### config.mk
export PLATFORM = sky130hd
export DESIGN_NAME = gate_bist_ctrl
export DESIGN_NICKNAME = d
export VERILOG_FILES = /design/src/rtl/gate_bist_ctrl.sv
export SDC_FILE = /design/constraint.sdc
export NUM_CORES = 1
export LEC_CHECK = 0
export ABC_AREA = 1
export BUFFER_PORTS_ARGS = -buffer_cell sky130_fd_sc_hd__buf_2
export CORE_AREA = 2 2 92 94
export CTS_BUF_LIST = sky130_fd_sc_hd__clkbuf_4 sky130_fd_sc_hd__clkbuf_8 sky130_fd_sc_hd__clkbuf_16
export CTS_CLUSTER_SIZE = 28
export DETAILED_ROUTE_END_ITERATION = 10
export DIE_AREA = 0 0 94 96
export GPL_TIMING_DRIVEN = 0
export PLACE_DENSITY = 0.75
export REMOVE_ABC_BUFFERS = 1
export SYNTH_ARGS = -nofsm -noshare
export SYNTH_HDL_FRONTEND = slang
export SYNTH_SLANG_ARGS = --single-unit
export TNS_END_PERCENT = 10
### constraint.sdc
create_clock -name clk -period 1.7 [get_ports clk]
set_clock_uncertainty 0.2 [all_clocks]
set_input_delay 0.085 -clock clk [delete_from_list [all_inputs] [get_ports clk]]
set_output_delay 0.085 -clock clk [all_outputs]
set_load 0.005 [all_outputs]
### src/rtl/gate_bist_ctrl.sv
// LFSR-driven BIST controller with MISR compaction for one gate model.
// Define GATE_BIST_HOLD_EN to add a hold input that pauses a running test.
module gate_bist_ctrl #(
    parameter int              IN_W  = 22,
    parameter int              OUT_W = 10,
    parameter int              CNT_W = 16,
    parameter logic [IN_W-1:0] POLY  = 22'h300000,
    parameter logic [OUT_W-1:0] MPOLY = 10'h240,
    parameter logic [IN_W-1:0] SEED  = IN_W'(1)
) (
    input  logic             clk,
    input  logic             rst,
    input  logic             start,
`ifdef GATE_BIST_HOLD_EN
    input  logic             hold,
`endif
    input  logic [CNT_W-1:0] num_pat,
    input  logic [OUT_W-1:0] golden,
    output logic [IN_W-1:0]  dut_in,
    input  logic [OUT_W-1:0] dut_out,
    output logic             busy,
    output logic             done,
    output logic [OUT_W-1:0] signature,
    output logic             pass,
    output logic [CNT_W-1:0] pat_cnt
);

    typedef enum logic [1:0] {
        S_IDLE,
        S_RUN,
        S_DONE
    } state_e;

    // A zero seed would lock the LFSR, so it is forced to 1.
    localparam logic [IN_W-1:0] SEED_EFF = (SEED == '0) ? IN_W'(1) : SEED;

    function automatic logic [IN_W-1:0] lfsr_step(input logic [IN_W-1:0] x);
        return x[0] ? ((x >> 1) ^ POLY) : (x >> 1);
    endfunction

    function automatic logic [OUT_W-1:0] misr_step(input logic [OUT_W-1:0] x);
        return x[0] ? ((x >> 1) ^ MPOLY) : (x >> 1);
    endfunction

    state_e           state_q, state_d;
    logic [IN_W-1:0]  lfsr_q, lfsr_d;
    logic [OUT_W-1:0] misr_q, misr_d;
    logic [CNT_W-1:0] pat_cnt_q, pat_cnt_d;
    logic [CNT_W-1:0] num_pat_q, num_pat_d;
    logic [OUT_W-1:0] golden_q, golden_d;

    logic adv;
    logic load;
    logic last;

`ifdef GATE_BIST_HOLD_EN
    assign adv = ~hold;
`else
    assign adv = 1'b1;
`endif

    assign load = start && (state_q != S_RUN);
    assign last = (pat_cnt_q + CNT_W'(1)) == num_pat_q;

    always_ff @(posedge clk) begin
        if (rst) begin
            state_q   <= S_IDLE;
            lfsr_q    <= '0;
            misr_q    <= '0;
            pat_cnt_q <= '0;
            num_pat_q <= '0;
            golden_q  <= '0;
        end else begin
            state_q   <= state_d;
            lfsr_q    <= lfsr_d;
            misr_q    <= misr_d;
            pat_cnt_q <= pat_cnt_d;
            num_pat_q <= num_pat_d;
            golden_q  <= golden_d;
        end
    end

    always_comb begin
        state_d = state_q;
        unique case (state_q)
            S_IDLE, S_DONE: begin
                if (start) begin
                    state_d = (num_pat == '0) ? S_DONE : S_RUN;
                end
            end
            S_RUN: begin
                if (adv && last) begin
                    state_d = S_DONE;
                end
            end
            default: state_d = S_IDLE;
        endcase
    end

    always_comb begin
        lfsr_d    = lfsr_q;
        misr_d    = misr_q;
        pat_cnt_d = pat_cnt_q;
        num_pat_d = num_pat_q;
        golden_d  = golden_q;
        if (load) begin
            lfsr_d    = SEED_EFF;
            misr_d    = '0;
            pat_cnt_d = '0;
            num_pat_d = num_pat;
            golden_d  = golden;
        end else if (state_q == S_RUN && adv) begin
            lfsr_d    = lfsr_step(lfsr_q);
            misr_d    = misr_step(misr_q) ^ dut_out;
            pat_cnt_d = pat_cnt_q + CNT_W'(1);
        end
    end

    always_comb begin
        busy      = (state_q == S_RUN);
        done      = (state_q == S_DONE);
        dut_in    = busy ? lfsr_q : '0;
        signature = misr_q;
        pass      = done && (misr_q == golden_q);
        pat_cnt   = pat_cnt_q;
    end

endmodule

# == Word-level counts from Yosys, hierarchy flattened ==
# Index checks and enable logic that the tools add are counted.
# word_totals
word_cells,35
out_inout_bits,51
input_bits,39
ff_bits,76
# classes
n_reduce_logical,8
add_sub_neg,1
bitwise,3
eq_ne,7
n_mux,9
# op_table
operator,n
22-bit 2-to-1 mux,2
"16-bit by 1-bit adder with 16-bit output, second input constant",1
16-bit == test,1
16-bit zero test,1
10-bit == test,1
10-bit 2-to-1 mux,1
10-bit bitwise XOR,1
2-bit 2-to-1 mux,3
"2-bit by 1-bit != test with 1-bit output, second input constant",2
1-bit NOT with 2-bit output,2
2-bit one-hot mux with 2 select lines,1
2-bit OR reduction,2
"2-bit by 1-bit == test with 1-bit output, second input constant",1
"2-bit == test, second input constant",1
1-bit logical AND,2
2-bit zero test,1
1-bit 2-to-1 mux,2
"2-bit != test, second input constant",1
2-bit AND reduction,1
2-bit nonzero test,1

# == Longest topological paths before layout ==
# logic_depth
ltp_word,4
depth_mapped,16
mapped_depth_nobuf,16

# == Worst setup path after synthesis ==
# OpenSTA, ideal clock, no wires.
# synth_path
path_kind,register -> register
from,"reg pat_cnt_q[1], in the netlist pat_cnt[1]"
to,reg state_q[1]
setup_ns,0.067
stages_incl_launch_ff,16
arrival_time_ns,1.590
n_path_buf,0
setup_slack_ns,-0.157
synth_period_minus_slack_ns,1.857
required_time_ns,1.433
cell_sequence,dfxtp_1 > ha_1 > nand2_1 > nor2_4 > nand2_1 > nand3_1 > nand2_1 > inv_1 > nand2_1 > nor2_1 > nand2_1 > nor2_1 > nand2_1 > nand2_1 > nand2_1 > a21oi_2
# synth_via
elab_chain_cells,4
# synth_rtl
element,line_no,text
from (decl),48,"logic [CNT_W-1:0] pat_cnt_q, pat_cnt_d;"
from (signal assigned),77,pat_cnt_q <= pat_cnt_d;
16-bit by 1-bit adder with 16-bit output,63,assign last = (pat_cnt_q + CNT_W'(1)) == num_pat_q;
16-bit == test,63,
2-bit by 1-bit != test with 1-bit output (no line),--,
2-bit AND reduction (no line),--,
to (signal assigned),74,state_q <= state_d;
to (decl),45,"state_e state_q, state_d;"
# Every way passes these cells.
# A chain may end at the register's enable or synchronous reset.

# == Worst setup path in the final report ==
# Same ends and word-level chain as after synthesis.

==> results.json <==
{
  "crit_fanout": 8,
  "layout-drive-gt1-share_pct": 31.29,
  "clockBufferDepth": 2,
  "dieArea_sq_um": 9024,
  "critical_path.endpoint_type": "register",
  "instances_no_fill": 808,
  "drc": 0,
  "path_clk_slew_ns": 0.08,
  "p_leak_nw": 2.380,
  "antenna_found_initial": 0,
  "grt_pass1_vias": 3922,
  "nNetsFinal": 738,
  "maxCapViolations": 0,
  "vias": 4277,
  "hold_ws_ns": 0.06203,
  "cts_tree": "built",
  "yosysMostFrequentCell": "nand2_1",
  "dpl.hpwl_microns": 6519,
  "syn_area_per_cell_sq_um": 6.960,
  "route.antenna.remaining_nets": 0,
  "drt-initial-drc-count": 267,
  "grt.total_usage_pct": 24.79,
  "busiest_layer": "met2",
  "fillCellCount": 647,
  "placed_area_sq_um": 4305,
  "tightest_slew_ns": 0.8403,
  "totalWireLength_microns": 11600,
  "grt_pass1_wl_microns": 17640,
  "internal_power_mw": 2.890,
  "synth-seq-cells": 76,
  "n_antenna_cell": 0,
  "num_rows": 33,
  "ctsRootBufferMaster": "clkbuf_8",
  "fin_setup_tns_ns": -5.454,
  "cp.required_ns": 1.70,
  "use_met3_pct": 3.602,
  "area_growth_pct": 43.89,
  "final-setup-viol-count": 80,
  "viasPerCell": 5.293,
  "start_util_pct": 47.20,
  "drtPass1Iterations": 5,
  "synth.area.top_cells": "dfxtp_1 (40%), nand2_1 (11%), nor2_1 (7.0%)",
  "ios": 90,
  "cellPowerDensity_nw_per_um2": 758.8,
  "synth.distinct_cells": 34,
  "grt.overflow.total": 0,
  "failed_checks": "negative setup slack",
  "relSlewSlack_pct": 43.98,
  "gr-usage-met1_pct": 30.03,
  "path_class": "register to register",
  "synth_common_cells": "nand2_1 (110), dfxtp_1 (76), nor2_1 (71)",
  "core-area_sq_um": 8051,
  "combinationalPowerShare_pct": 21.5,
  "min_period_ns": 2.097,
  "maxSlewViolCount": 0,
  "gp_congestion": 0.8584,
  "fp.dieH_microns": 96,
  "grt_use_met2_pct": 43.10,
  "status": "finished with violations",
  "synth_edf_count": 0,
  "pwr-share-clk_pct": 31.0,
  "ys_seq_area_share_pct": 40.04,
  "hold_class": "primary input to register",
  "cts.sink_count": 76,
  "vdd_drop_max_mv": 0.4000,
  "p_sw_share_pct": 30.34,
  "startpoint_type": "register",
  "period_share_pct": 123.3,
  "seq_power_share_pct": 47.5,
  "netlist_area_sq_um": 3800,
  "die_w_microns": 94,
  "synth_top_area_share_pct": 40.04,
  "synthArstFlopShare_pct": 0,
  "netSwitchingPower_mw": 1.259,
  "netlist_instances": 546,
  "hold_violations": 0,
  "ys_warn_count": 0,
  "grt_max_degree": 41,
  "dp.cells": 718,
  "arrival_ns": 2.09,
  "max_freq_mhz": 476.9,
  "insertion_delay_ns": 0.34,
  "htree_levels": 3,
  "finalWorstSetupSlack_ns": -0.3969,
  "cts-buffers-inserted": 9,
  "avgRoutedWirePerCell_microns": 14.36,
  "portBuffers": 89,
  "yosysTopAreaCell": "dfxtp_1",
  "seq_area_sq_um": 1549,
  "ys.flop_type": "dfxtp_1",
  "fin_area_sq_um": 5468,
  "multi_input_area_sq_um": 2150,
  "rsz0062_at_grt": "yes"
}
## logic make-up after synthesis
logic type	Yosys count	share of synthesized area, %
AND/OR/NAND/NOR	252	28.71
AO/OA/AOI/OAI	104	16.92
buffers and inverters	95	9.845
flip-flops	76	40.04
XOR/XNOR	18	4.149
adder cells (fa/ha/maj)	1	0.3292
## layer usage
| layer | wire length [microns] | vias to the layer above |
|---|---|---|
| met3 | 780 | 38 |
| met2 | 5716 | 184 |
| li1 | - | 2090 |
| met4 | 323 | 0 |
| met5 | 0 | - |
| met1 | 4783 | 1965 |
## state kept, by name, indices dropped and copies added, names as in the netlist
register / count
pat_cnt: 16
state_q: 2
num_pat_q: 16
lfsr_q: 22
golden_q: 10
signature: 10
## placed cells by master (no fill, tap or decap), types with 3 or more instances in the layout
master / count
a211oi_1: 15
a21oi_1: 29
a21oi_2: 5
buf_12: 3
buf_2: 89
buf_4: 22
buf_6: 5
clkbuf_8: 11
clkinvlp_4: 3
dfxtp_1: 60
dfxtp_2: 13
dfxtp_4: 3
dlygate4sd3_1: 36
inv_1: 65
inv_2: 4
inv_6: 3
nand2_1: 106
nand2_2: 5
nand3_1: 38
nand3_2: 3
nand4_1: 10
nor2_1: 47
nor2_2: 24
nor2_4: 11
nor4_1: 5
o211ai_1: 6
o21a_1: 18
o21ai_0: 19
o21ai_1: 3
xnor2_1: 6
xor2_1: 12
## critical path: stages, from the launching register on
cell and delay (ns):
dfxtp_4 0.37, ha_4 0.16, nand2_4 0.06, nor2_4 0.23, buf_6 0.14, nand2_1 0.06, nand2_1 0.11, nand3_1 0.08
nand2_1 0.08, nor2_1 0.04, nand3_1 0.06, nor2_1 0.04, nand2_1 0.09, nand2_1 0.07, nand2_1 0.08, a21oi_2 0.06
## through the flow
stage	total power [mW]	util, %	setup WS, ns
after floorplan	2.351	-	-3.573
after global placement	2.559	53.07	-6.352
after detailed placement	2.589	53.47	-3.051
after CTS	4.099	66.03	-0.3045
after global routing	4.333	67.91	-0.4596
final	4.149	67.91	-0.3969
## cell type report
class,instances,area share (%)
multi-input cells,380,39.31
flip-flops and latches,76,28.33
repair buffers,157,20.85
inverters,72,5.378
clock buffers,11,2.769
well taps,105,2.403
clock inverters,5,0.6407
repair inverters,2,0.3204
## power by group through the flow
stage	clock, mW	combinational, mW	sequential, mW
6_report	1.29	0.893	1.97
5_1_grt	1.39	0.965	1.98
4_1_cts	1.32	0.818	1.96
3_5_place_dp	0	0.585	2.00
3_3_place_gp	0	0.560	2.00
2_1_floorplan	0	0.364	1.99
## timing repair
| item | 4_1_cts | 5_1_grt |
|---|---|---|
| buffers inserted | 23 | 7 |
| cloned | 7 | 1 |
| setup endpoints to repair | 100 | 88 |
| hold buffers | 36 | 0 |
| pin swaps | 12 | 15 |
| gates resized for setup | 69 | 22 |
| endpoints found under the hold margin | 36 | 0 |
## path summary, 6_finish.rpt
kind,startpoint,to,slack (ns),cells past startpoint
worst max register to register,pat_cnt[1]$_SDFFE_PP0P_,state_q[1]$_SDFFE_PP0P_,-0.40,15
worst max-delay path,pat_cnt[1]$_SDFFE_PP0P_,state_q[1]$_SDFFE_PP0P_,-0.40,15
worst min register to register,lfsr_q[1]$_SDFFE_PP0P_,lfsr_q[1]$_SDFFE_PP0P_,0.28,2
worst min-delay path,dut_out[6],signature[6]$_SDFFE_PP0P_,0.06,5
Note: power is estimated with default switching activity, not from simulation.
